### src/rtl/tdm_demux4.sv
// ----------------------------------------------------------------------------
// tdm_demux4 : reassembles 4-beat TDM frames (sof marks slot 0) into one word
// Rev 1.0
// ----------------------------------------------------------------------------
`default_nettype none

module tdm_demux4 #(
  parameter int W = 1
) (
  input  logic           clk,
  input  logic           rst,
  input  logic [W-1:0]   din,
  input  logic           din_valid,
  input  logic           sof,
  output logic [4*W-1:0] o,
  output logic           o_valid,
  output logic [1:0]     s,
  output logic           err
);

  typedef enum logic [0:0] {
    IDLE    = 1'b0,
    COLLECT = 1'b1
  } state_t;

  state_t         state_q, state_d;
  logic [1:0]     s_q, s_d;
  logic [4*W-1:0] asm_q, asm_d;
  logic [4*W-1:0] o_q, o_d;
  logic           o_valid_q, o_valid_d;
  logic           err_q, err_d;

  always_ff @(posedge clk) begin
    if (rst) begin
      state_q   <= IDLE;
      s_q       <= 2'd0;
      asm_q     <= '0;
      o_q       <= '0;
      o_valid_q <= 1'b0;
      err_q     <= 1'b0;
    end else begin
      state_q   <= state_d;
      s_q       <= s_d;
      asm_q     <= asm_d;
      o_q       <= o_d;
      o_valid_q <= o_valid_d;
      err_q     <= err_d;
    end
  end

  always_comb begin
    state_d   = state_q;
    s_d       = s_q;
    asm_d     = asm_q;
    o_d       = o_q;
    o_valid_d = 1'b0;
    err_d     = 1'b0;
    if (din_valid) begin
      case (state_q)
        IDLE: begin
          // Beats without sof are stray data outside any frame: drop silently.
          if (sof) begin
            asm_d[W-1:0] = din;
            s_d          = 2'd1;
            state_d      = COLLECT;
          end
        end
        COLLECT: begin
          if (sof) begin
            err_d        = 1'b1;
            asm_d[W-1:0] = din;
            s_d          = 2'd1;
          end else begin
            for (int k = 1; k < 4; k++) begin
              if (s_q == 2'(k)) asm_d[k*W +: W] = din;
            end
            if (s_q == 2'd3) begin
              o_d       = {din, asm_q[3*W-1:0]};
              o_valid_d = 1'b1;
              s_d       = 2'd0;
              state_d   = IDLE;
            end else begin
              s_d = s_q + 2'd1;
            end
          end
        end
        default: state_d = IDLE;
      endcase
    end
  end

  assign o       = o_q;
  assign o_valid = o_valid_q;
  assign s       = s_q;
  assign err     = err_q;

endmodule

`default_nettype wire

### config.mk
export PLATFORM = sky130hd
export DESIGN_NAME = tdm_demux4
export DESIGN_NICKNAME = d
export VERILOG_FILES = /design/src/rtl/tdm_demux4.sv
export SDC_FILE = /design/constraint.sdc
export NUM_CORES = 1
export LEC_CHECK = 0
export ABC_CLOCK_PERIOD_IN_PS = 1440
export CORE_AREA = 10 10 47 49
export CTS_BUF_LIST = sky130_fd_sc_hd__clkbuf_8
export CTS_CLUSTER_SIZE = 40
export DETAILED_ROUTE_END_ITERATION = 8
export DIE_AREA = 0 0 57 59
export PLACE_DENSITY_LB_ADDON = 0.2
export SYNTH_ARGS = -nofsm -noshare
export SYNTH_HDL_FRONTEND = slang
export SYNTH_SLANG_ARGS = --single-unit
### constraint.sdc
create_clock -name clk -period 1.44 [get_ports clk]
set_input_delay 0.432 -clock clk [delete_from_list [all_inputs] [get_ports clk]]
set_output_delay 0.432 -clock clk [all_outputs]
set_load 0.02 [all_outputs]
Word-level counts from Yosys, hierarchy flattened
Cells that the tools add are included.
{"block": "op_classes", "n_mux": 10, "bitwise_logic": 3, "n_addsub": 1, "eq_ne": 4, "n_reduce_logical": 7}
{"operator": "$reduce_and 4->1", "n": 3}
{"operator": "$mux 2", "n": 3}
{"operator": "$mux 1", "n": 5}
{"operator": "$eq 2x2->1 const B", "n": 2}
{"operator": "$pmux 2 s2", "n": 1}
{"operator": "$reduce_and 2->1", "n": 2}
{"operator": "$reduce_or 4->1", "n": 1}
{"operator": "$not 1->1", "n": 3}
{"operator": "$reduce_or 3->1", "n": 1}
{"operator": "$add 2x1->2 const B", "n": 1}
{"operator": "$eq 2x1->1 const B", "n": 1}
{"operator": "$ne 2x2->1 const B", "n": 1}
{"operator": "$pmux 1 s2", "n": 1}
{"block": "word_totals", "reg_bits": 12, "inputBits": 5}

Depth between registers and ports, before layout
Gate-level depths: netlist of run 1.
{"block": "logic_depth", "depth_word": 4, "mapped_depth": 4, "ltp_nobuf": 4}

Worst setup path before layout of run 1
OpenSTA, ideal clock, no wires.
{"block": "synth_timing", "path_type": "flip-flop to flip-flop", "startpoint": "register s_q[0] (netlist: s[0])", "endpoint": "register o_q[3] (netlist: o[3])", "path_slack_ns": 0.210, "stages_incl_launch_ff": 5, "arrival_ns": 1.159, "path_buffers": 1, "t_required_ns": 1.368, "setup_ns": 0.072, "cell_sequence": "dfxtp_1 -> ha_1 -> and4b_1 -> buf_6 -> mux2i_1"}
{"block": "synth_between", "elab_chain_cells": 2}
{"element": "start, declared", "line": "27", "text": "logic [1:0] s_q, s_d;"}
{"element": "start signal, assigned", "line": "36", "text": "s_q <= 2'd0;"}
{"element": "start signal, assigned", "line": "43", "text": "s_q <= s_d;"}
{"element": "$eq 2x2->1", "line": "77", "text": "if (s_q == 2'd3) begin"}
{"element": "$reduce_and 4->1 (no line)"}
{"element": "end signal, assigned", "line": "38", "text": "o_q <= '0;"}
{"element": "end signal, assigned", "line": "45", "text": "o_q <= o_d;"}
{"element": "end, declared", "line": "29", "text": "logic [4*W-1:0] o_q, o_d;"}
No other way between the ends.
A chain may end at the register's enable or synchronous reset.

Worst setup path in the final report of run 1
{"block": "layout_timing", "startpoint": "register s_q[0] (netlist: s[0])", "endpoint": "output port s[0]"}
{"element": "end, declared", "line": "17", "text": "output logic [1:0] s,"}
No word-level cell between the ends.

==> flow_metrics.env, run 1 <==
export IMPL_finalHoldViolCount=0
export IMPL_detail_route_wirelength_mm=1.09
export IMPL_grt_first_pass_wirelength_mm=1.85
export IMPL_worstSkewPairLatency_ns=0.24
export IMPL_cts_hold_repair_buffers=0
export IMPL_switching_power_uw=169
export IMPL_yosys_area_share_adder_pct=6.77
export IMPL_setup_total_negative_slack_ns=0
export IMPL_largest_area_contributor_in_the_synthesized_netlist="dfxtp_1"
export IMPL_seqPwrFrac_pct=43.6
export IMPL_yosysMostFrequentCell="dfxtp_1"
export IMPL_period_needed_ns=1.35
export IMPL_synth_compound_gate_area_share_pct=11.3
export IMPL_netlist_instances=51
export IMPL_path_depth=1
export IMPL_antenna_violations_before_repair=0
export IMPL_arrival_ns=0.92
export IMPL_power_clock_fraction_pct=47.1
export IMPL_place_detailed_hpwl_microns=805
export IMPL_gr_total_overflow=0
export IMPL_max_slew_margin_pct=81.3
export IMPL_fp_row_count=14
export IMPL_crit_required_ns=1.01
export IMPL_cellPowerDensity_mw_per_mm2=1040
export IMPL_wire_per_inst_microns=12.7
export IMPL_worstPathBufferInverterCount=1
export IMPL_number_of_nets_in_the_synthesized_netlist=59
export IMPL_finalClockSkew_ns=0.00300
export IMPL_netSwitchingFraction_pct=21.3
export IMPL_synthesis_area_per_instance_sq_um=10.9
export IMPL_crit_family="flip-flops"
export IMPL_most_numerous_cell_types_in_the_synthesized_netlist="12 x dfxtp_1, 8 x nand2b_1, 6 x mux2i_1, 3 x a21bo_2, 3 x ha_1"
export IMPL_antenna_violating_nets_post_route=0
export IMPL_globalplace_congestion=0.717
export IMPL_synth_async_reset_ratio_pct=0
export IMPL_maxSlewViolCount=0
export IMPL_crit_path_start_kind="flip-flop"
export IMPL_timing_worst_setup_path_type="reg -> out"
export IMPL_detailroute_via_count=417
export IMPL_ys_top_cells_by_area="dfxtp_1 43%, mux2i_1 11%, nand2b_1 9.0%"
export IMPL_num_fill_cells=138
export IMPL_main_combinational_cell_family_by_area_after_synthesis="simple AND/OR/NAND/NOR gates"
export IMPL_cts_buffers=3
export IMPL_portion_of_total_power_attributed_to_combinational_logic_pct=9.3
export IMPL_yosysUniqueCellTypes=20
export IMPL_drtIter0Drc=2
export IMPL_fp_dieW_microns=57
export IMPL_synth_edf_count=0
export IMPL_internal_power_uw=623
export IMPL_min_delay_path_depth=2
export IMPL_final_nets=79
export IMPL_grt_pass1_vias=414
export IMPL_timing_fmax_ghz=0.739
export IMPL_muxShareOfSynthArea_pct=10.8
export IMPL_synth_xor_xnor_area_share_pct=0
export IMPL_reg2regPathDepth=4
export IMPL_worst_hold_class="reg -> reg"
export IMPL_max_slew_worst_pin_slew_ns=0.280
export IMPL_cts_sinks=12
export IMPL_path_clk_slew_ns=0.06
export IMPL_finalHoldWorstSlack_ns=0.467
export IMPL_cell_by_cell_listing_of_the_critical_path="dlygate4sd2_1"
export IMPL_post_route_period_util_pct=94.0
export IMPL_synthSimpleGateAreaFrac_pct=22.8
export IMPL_setup_violations=0
export IMPL_max_vdd_ir_drop_v=0.000583
export IMPL_multi_input_area_sq_um=287
export IMPL_worst_setup_path_end_kind="output port"
export IMPL_globalRouteTotalUtil_pct=7.07
export IMPL_final_layout_size_suffix_gt1_share_pct=20.0
export IMPL_power_static_leakage_uw=0.000344
export IMPL_status="finished, final reports clean"
export IMPL_area_growth_pct=37.9
export IMPL_grt_setup_unrepaired="no"
export IMPL_critical_path_slowest_cell="dfxtp_1"
export IMPL_final_seq_area_sq_um=240
export IMPL_boundaryPins=13
export IMPL_cts_setup_buffers=0
export IMPL_cpPeakStageDelay_ns=0.34
export IMPL_floorplan_initialDensity_pct=39.6
export IMPL_die_area_sq_mm=0.00336
export IMPL_drcViolationCount=0
export IMPL_clock_tree_htree_level_count=1
export IMPL_clock_tree_root_cell="clkbuf_8"
export IMPL_yosys_area_top_type_share_pct=43.3
export IMPL_vias_per_cell=4.85
export IMPL_synth_seq_cells=12
export IMPL_cts_tree="done"
export IMPL_antennaDiodeCount=0
export IMPL_drt_first_pass_iters=3
export IMPL_fp_coreArea_sq_mm=0.00140
export IMPL_synth_seq_area_share_pct=43.3
export IMPL_syn_cell_area_sq_um=554
export IMPL_grt_start_max_net_pins=12
export IMPL_post_cts_resized_instances=8
export IMPL_cap_viol_max_count=0
export IMPL_synth_warnings=0
export IMPL_placement_io_buffers=12
export IMPL_final_core_utilization_pct=54.6
export IMPL_dominantRegCellSynth="dfxtp_1"
export IMPL_reg2reg_slack_ns=0.14
export IMPL_cts_buffer_depth=2
export IMPL_dieHeight_microns=59
export IMPL_critPathMaxFanout=2
-- cell type report --
class,instances,area share (%)
Sequential cell,12,31.4
Inverter,2,0.982
Timing Repair Buffer,18,20.3
Tap cell,16,2.62
Multi-Input combinational cell,34,37.5
Clock buffer,4,7.20
-- registers in the layout, indices dropped and copies added (netlist names) --
register and cells:
state_q 1, err 1, s 2, o_valid 1
asm_q 3, o 4
-- stage by stage --
stage                     power, uW  worst slack [ns]  std cells  cell area [sq um]
after floorplan                 388             0.210         51                554
after global placement          427            -0.138         82                719
after detailed placement        428            -0.126         82                719
after CTS                       803            0.0726         86                764
after global routing            820            0.0396         86                764
final                           791            0.0866         86                764
-- placed cells by master (no fill, tap or decap) --
cell and count:
a21bo_2 3, a21oi_1 2, a31oi_1 1, and4b_1 1, and4b_2 1, buf_4 6, clkbuf_8 4, clkdlybuf4s50_1 4
dfxtp_1 12, dlygate4sd2_1 8, ha_1 3, inv_1 2, mux2i_1 6, nand2_1 1, nand2b_1 8, nand3_1 1
nand4b_1 2, nand4bb_1 2, nor2b_1 1, o21a_1 1, o32ai_1 1
-- power groups by stage --
stage | clock (uW) | combinational (uW) | sequential [uW]
after global placement | 0 | 75.0 | 352
final | 373 | 73.6 | 345
after detailed placement | 0 | 75.6 | 352
after floorplan | 0 | 31.8 | 356
after global routing | 392 | 82.0 | 346
after CTS | 384 | 74.2 | 345
-- final timing paths --
path              from  endpoint
hold reg to reg   o[2]      o[2]
hold / removal    o[2]      o[2]
setup reg to reg  s[0]      o[1]
setup / recovery  s[0]      s[0]
-- per-layer routing --
layer,GRT usage (%),wire length [microns],up-vias
li1,-,-,220
met1,7.81,567,186
met2,10.7,436,9
met3,3.00,58,2
met4,5.03,25,0
met5,0,0,-
-- cells by family (layout without fill, tap and decap cells) --
kind of cell | Yosys count | after routing
AO/OA/AOI/OAI | 8 | 8
adder cells (fa/ha/maj) | 3 | 3
buffers and inverters | 5 | 24
flip-flops | 12 | 12
multiplexers | 6 | 6
AND/OR/NAND/NOR | 17 | 17
Power figures use the tool's default switching activity.
==> run 2, diff against run 1 <==
MAX_ROUTING_LAYER = met4   (was not set)
==> run 2 against run 1 <==
  * Combinational power is essentially flat
  * Register-to-register slack is essentially flat
  * Sequential power is essentially flat
  * Die area is the same
  * Fmax is essentially flat
  * Setup slack lost 0.00081 ns
  * Final cell count is the same
  * First-iteration DRC count is the same
  * Critical path type unchanged
  * Critical endpoint unchanged
==> flow_metrics.env, run 2 (synthesized netlist as in run 1, its figures left out) <==
export IMPL_cap_viol_max_count=0
export IMPL_cpPeakStageDelay_ns=0.34
export IMPL_fp_coreArea_sq_mm=0.00140
export IMPL_place_detailed_hpwl_microns=805
export IMPL_globalplace_congestion=0.725
export IMPL_drtIter0Drc=2
export IMPL_clock_tree_htree_level_count=1
export IMPL_crit_required_ns=1.01
export IMPL_cts_setup_buffers=0
export IMPL_grt_pass1_vias=413
export IMPL_worstPathBufferInverterCount=1
export IMPL_finalPower_uw=792
export IMPL_reg2regPathDepth=4
export IMPL_area_growth_pct=37.9
export IMPL_finalClockSkew_ns=0.00302
export IMPL_path_clk_slew_ns=0.06
export IMPL_cts_sinks=12
export IMPL_instances_no_fill=86
export IMPL_drt_first_pass_iters=3
export IMPL_placement_io_buffers=12
export IMPL_max_slew_margin_pct=81.3
export IMPL_placedInstanceArea_sq_um=719
export IMPL_post_route_period_util_pct=94.0
export IMPL_worst_hold_class="reg -> reg"
export IMPL_setup_violations=0
export IMPL_detailroute_via_count=417
export IMPL_cellPowerDensity_mw_per_mm2=1040
export IMPL_worstSkewPairLatency_ns=0.24
export IMPL_boundaryPins=13
export IMPL_finalHoldViolCount=0
export IMPL_grt_setup_unrepaired="no"
export IMPL_num_fill_cells=138
export IMPL_arrival_ns=0.92
export IMPL_period_needed_ns=1.35
export IMPL_critPathMaxFanout=2
export IMPL_die_area_sq_mm=0.00336
export IMPL_max_slew_worst_pin_slew_ns=0.280
export IMPL_cts_buffer_depth=2
export IMPL_crit_family="flip-flops"
export IMPL_largest_reg_flops=4
export IMPL_max_vdd_ir_drop_v=0.000583
export IMPL_final_cell_mix="12 x dfxtp_1, 8 x nand2b_1, 8 x dlygate4sd2_1, 6 x mux2i_1, 6 x buf_4"
export IMPL_layout_cell_area_non_filler_sq_um=764
export IMPL_fp_dieW_microns=57
export IMPL_gr_total_overflow=0
export IMPL_fp_row_count=14
export IMPL_post_cts_resized_instances=8
export IMPL_floorplan_initialDensity_pct=39.6
export IMPL_wire_per_inst_microns=12.7
export IMPL_final_nets=79
export IMPL_antennaDiodeCount=0
export IMPL_globalRouteTotalUtil_pct=7.27
export IMPL_grt_first_pass_wirelength_mm=1.85
export IMPL_grt_start_max_net_pins=12
export IMPL_timing_fmax_ghz=0.738
export IMPL_detail_route_wirelength_mm=1.09
export IMPL_cts_tree="done"
export IMPL_status="finished, final reports clean"
export IMPL_mostFrequentLayoutCell="dfxtp_1"
export IMPL_antenna_violations_before_repair=0
export IMPL_antenna_violating_nets_post_route=0
export IMPL_critical_path_slowest_cell="dfxtp_1"
export IMPL_cell_total_after_placement=82
export IMPL_clock_tree_root_cell="clkbuf_8"
export IMPL_vias_per_cell=4.85
export IMPL_cell_by_cell_listing_of_the_critical_path="dlygate4sd2_1"
export IMPL_min_delay_path_depth=2
export IMPL_final_layout_size_suffix_gt1_share_pct=20.0
export IMPL_path_depth=1
export IMPL_drcViolationCount=0
export IMPL_power_static_leakage_uw=0.000344
export IMPL_maxSlewViolCount=0
export IMPL_dieHeight_microns=59
export IMPL_cts_buffers=3
export IMPL_timing_worst_setup_path_type="reg -> out"
export IMPL_crit_path_start_kind="flip-flop"
export IMPL_worst_setup_path_end_kind="output port"
export IMPL_cts_hold_repair_buffers=0
run 2: cell counts in the layout (fill, tap and decap cells not counted):
No cell type changed its count.
run 2: per-stage QoR:
step | TNS (ns) | hold slack (ns) | utilization [%] | worst slack (ns)
after floorplan | 0 | 0.446 | - | 0.210
after global placement | -0.710 | 0.464 | 51.3 | -0.138
after detailed placement | -0.708 | 0.463 | 51.3 | -0.126
after CTS | 0 | 0.471 | 54.6 | 0.0726
after global routing | 0 | 0.492 | 54.6 | 0.0396
final | 0 | 0.467 | 54.6 | 0.0858
run 2: layout make-up:
cell class	count	area, sq um	share of cell area [%]
Clock buffer	4	55.1	7.20
Inverter	2	7.51	0.982
Multi-Input combinational cell	34	287	37.5
Sequential cell	12	240	31.4
Tap cell	16	20.0	2.62
Timing Repair Buffer	18	155	20.3
run 2: worst paths after layout:
kind | startpoint | endpoint | slack (ns)
setup / recovery | s[0] | s[0] | 0.09
hold / removal | o[2] | o[2] | 0.47
hold reg to reg | o[2] | o[2] | 0.47
setup reg to reg | s[0] | o[1] | 0.14
run 2: layer usage:
metal / global-route usage, % / vias up / share of wire, %
li1: - / 220 / -
met1: 7.81 / 186 / 52
met2: 10.7 / 9 / 40
met3: 3.00 / 2 / 5.4
met4: 5.03 / 0 / 2.3
met5: - / - / 0
run 2: power breakdown:
group | switching [uW] | total [uW] | internal [uW] | leakage, uW
Combinational | 31.5 | 73.6 | 42.1 | 0.000218
Sequential | 6.36 | 345 | 339 | 0.0000973
Clock | 132 | 374 | 242 | 0.0000288
==> run 3, diff against run 2 <==
CORE_AREA = 4 4 41 43   (was 10 10 47 49)
DIE_AREA = 0 0 45 47   (was 0 0 57 59)
GPL_TIMING_DRIVEN = 0   (was not set)
==> run 3 against run 2 <==
  * Sequential power about the same
  * Routed wire length decreased by 13%
  * Final cell count decreased by 4.7%
  * Fmax decreased by 2.5%
  * Critical endpoint unchanged
  * Via count decreased by 2.9%
  * Clock skew increased by 0.0023 ns
  * Setup slack got worse by 0.035 ns
  * Sequential cell count unchanged
  * Cell area decreased by 2.9%
  * Die area decreased by 37%
  * First-iteration DRC count increased by 50%
  * Global-route usage increased by 3.6 points
==> flow_metrics.env, run 3 (synthesized netlist as in run 1, its figures left out) <==
export IMPL_detail_route_wirelength_microns=947
export IMPL_reg2regPathDepth=4
export IMPL_cts_buffer_depth=2
export IMPL_netSwitchingFraction_pct=20.3
export IMPL_wire_per_inst_microns=11.5
export IMPL_place_detailed_hpwl_microns=683
export IMPL_path_clk_slew_ns=0.05
export IMPL_globalplace_congestion=0.692
export IMPL_vias_per_cell=4.94
export IMPL_min_delay_path_depth=2
export IMPL_final_layout_size_suffix_gt1_share_pct=17.9
export IMPL_cellPowerDensity_mw_per_mm2=1040
export IMPL_setup_violations=0
export IMPL_cpPeakStageDelay_ns=0.42
export IMPL_dieHeight_microns=47
export IMPL_clock_tree_htree_level_count=1
export IMPL_boundaryPins=13
export IMPL_portion_of_total_power_attributed_to_combinational_logic_pct=7.8
export IMPL_detailroute_via_count=405
export IMPL_floorplan_initialDensity_pct=42.6
export IMPL_max_slew_worst_pin_slew_ns=0.273
export IMPL_crit_required_ns=1.01
export IMPL_worstSkewPairLatency_ns=0.24
export IMPL_finalHoldViolCount=0
export IMPL_drt_first_pass_iters=2
export IMPL_antenna_violating_nets_post_route=0
export IMPL_area_growth_pct=33.9
export IMPL_critical_path_slowest_cell="dfxtp_1"
export IMPL_cap_viol_max_count=0
export IMPL_fp_row_count=13
export IMPL_final_nets=76
export IMPL_antennaDiodeCount=0
export IMPL_crit_family="flip-flops"
export IMPL_cts_buffers=3
export IMPL_max_vdd_ir_drop_v=0.000568
export IMPL_worst_hold_class="reg -> reg"
export IMPL_switching_power_uw=157
export IMPL_timing_fmax_ghz=0.720
export IMPL_clock_tree_root_cell="clkbuf_8"
export IMPL_status="finished, final reports clean"
export IMPL_mostFrequentLayoutCell="dfxtp_1"
export IMPL_antenna_violations_before_repair=0
export IMPL_finalHoldWorstSlack_ns=0.467
export IMPL_cts_tree="done"
export IMPL_fp_coreArea_sq_mm=0.00130
export IMPL_post_route_worst_setup_slack_ns=0.0511
export IMPL_worstPathBufferInverterCount=1
export IMPL_reg2reg_slack_ns=0.21
export IMPL_post_route_period_util_pct=96.5
export IMPL_final_cell_mix="12 x dfxtp_1, 8 x nand2b_1, 7 x dlygate4sd2_1, 6 x mux2i_1, 4 x clkbuf_8"
export IMPL_whs_endpoint="o[1]"
export IMPL_die_area_sq_mm=0.00212
export IMPL_final_core_utilization_pct=57.0
export IMPL_power_clock_fraction_pct=47.0
export IMPL_globalRouteTotalUtil_pct=10.8
export IMPL_arrival_ns=0.96
export IMPL_timing_worst_setup_path_type="reg -> out"
export IMPL_placement_io_buffers=12
export IMPL_worst_setup_path_end_kind="output port"
export IMPL_grt_first_pass_wirelength_mm=1.54
export IMPL_worst_flop_to_flop_path_startpoint="s[0]"
export IMPL_grt_pass1_vias=363
export IMPL_power_static_leakage_uw=0.000323
export IMPL_startpoint="s[0]"
export IMPL_cts_sinks=12
export IMPL_crit_path_start_kind="flip-flop"
export IMPL_critPathMaxFanout=6
export IMPL_maxSlewViolCount=0
export IMPL_finalClockSkew_ns=0.00530
export IMPL_cell_by_cell_listing_of_the_critical_path="clkdlybuf4s15_2"
export IMPL_grt_start_max_net_pins=11
export IMPL_period_needed_ns=1.39
export IMPL_seqPwrFrac_pct=45.2
export IMPL_worst_r2r_endpoint="o[0]"
export IMPL_drcViolationCount=0
export IMPL_hold_start="o[1]"
export IMPL_fp_dieW_microns=45
export IMPL_internal_power_uw=614
export IMPL_largest_reg_flops=4
export IMPL_drtIter0Drc=3
export IMPL_setup_total_negative_slack_ns=0
export IMPL_max_slew_margin_pct=81.8
export IMPL_grt_setup_unrepaired="no"
export IMPL_place_ws_ns=-0.300
export IMPL_finalPower_uw=770
export IMPL_gr_total_overflow=0
-- run 3: cell types whose count changed in the layout (fill, tap and decap cells not counted), sizes merged --
cell / previous run / this run
clkbuf: 4 / 5
buf: 6 / 2
clkdlybuf4s50: 4 / 3
clkdlybuf4s15: 0 / 2
dlygate4sd2: 8 / 7
-- run 3: power by group through the flow --
| stage | logic (uW) | registers (uW) | clock network [uW] |
|---|---|---|---|
| 2_1_floorplan | 31.8 | 356 | 0 |
| 3_3_place_gp | 62.7 | 354 | 0 |
| 3_5_place_dp | 63.0 | 355 | 0 |
| 4_1_cts | 61.3 | 348 | 378 |
| 5_1_grt | 66.1 | 349 | 394 |
| 6_report | 60.2 | 348 | 362 |
-- run 3: worst max path at each step --
stage                      end  slack [ns]  cells past startpoint
after global placement     err       -0.31                      3
after CTS                 s[1]        0.04                      1
after floorplan           o[3]        0.21                      4
after global routing      s[0]       0.001                      1
after detailed placement   err       -0.30                      3
final                     s[0]        0.05                      1
-- run 3: layout make-up --
| type | count | area [sq um] |
|---|---|---|
| Clock buffer | 4 | 55.1 |
| Multi-Input combinational cell | 34 | 287 |
| Sequential cell | 12 | 240 |
| Timing Repair Buffer | 12 | 113 |
| Tap cell | 15 | 18.8 |
| Inverter | 2 | 7.51 |
| Fill cell | 135 | 559 |
| Buffer | 3 | 21.3 |
-- run 3: per-stage QoR --
step	cell area, sq um	instances
2_1_floorplan	554	51
3_3_place_gp	693	78
3_5_place_dp	693	78
4_1_cts	741	82
5_1_grt	742	82
6_report	742	82
-- run 3: what timing repair did --
item / CTS / global route
endpoints found under the hold margin: 0 / 0
gates resized for setup: 12 / 1
hold buffers: 0 / 0
endpoints found under the setup margin: 11 / 1
setup buffers: 0 / 0
gates cloned: 0 / 0
-- run 3: worst min-delay path: cells and delay by family, from the launching register on --
| family | cells | cell delay, ns |
|---|---|---|
| DFF | 1 | 0.30 |
| muxes | 1 | 0.06 |
| and+or+nand+nor | 1 | 0.06 |
-- run 3: layer usage --
| layer | wire, microns | up-vias | global-route usage, % |
|---|---|---|---|
| met3 | 52 | 0 | 6.90 |
| met2 | 434 | 9 | 15.0 |
| met5 | 0 | - | - |
| met1 | 460 | 183 | 12.8 |
| li1 | - | 213 | - |
| met4 | 0 | 0 | 3.51 |
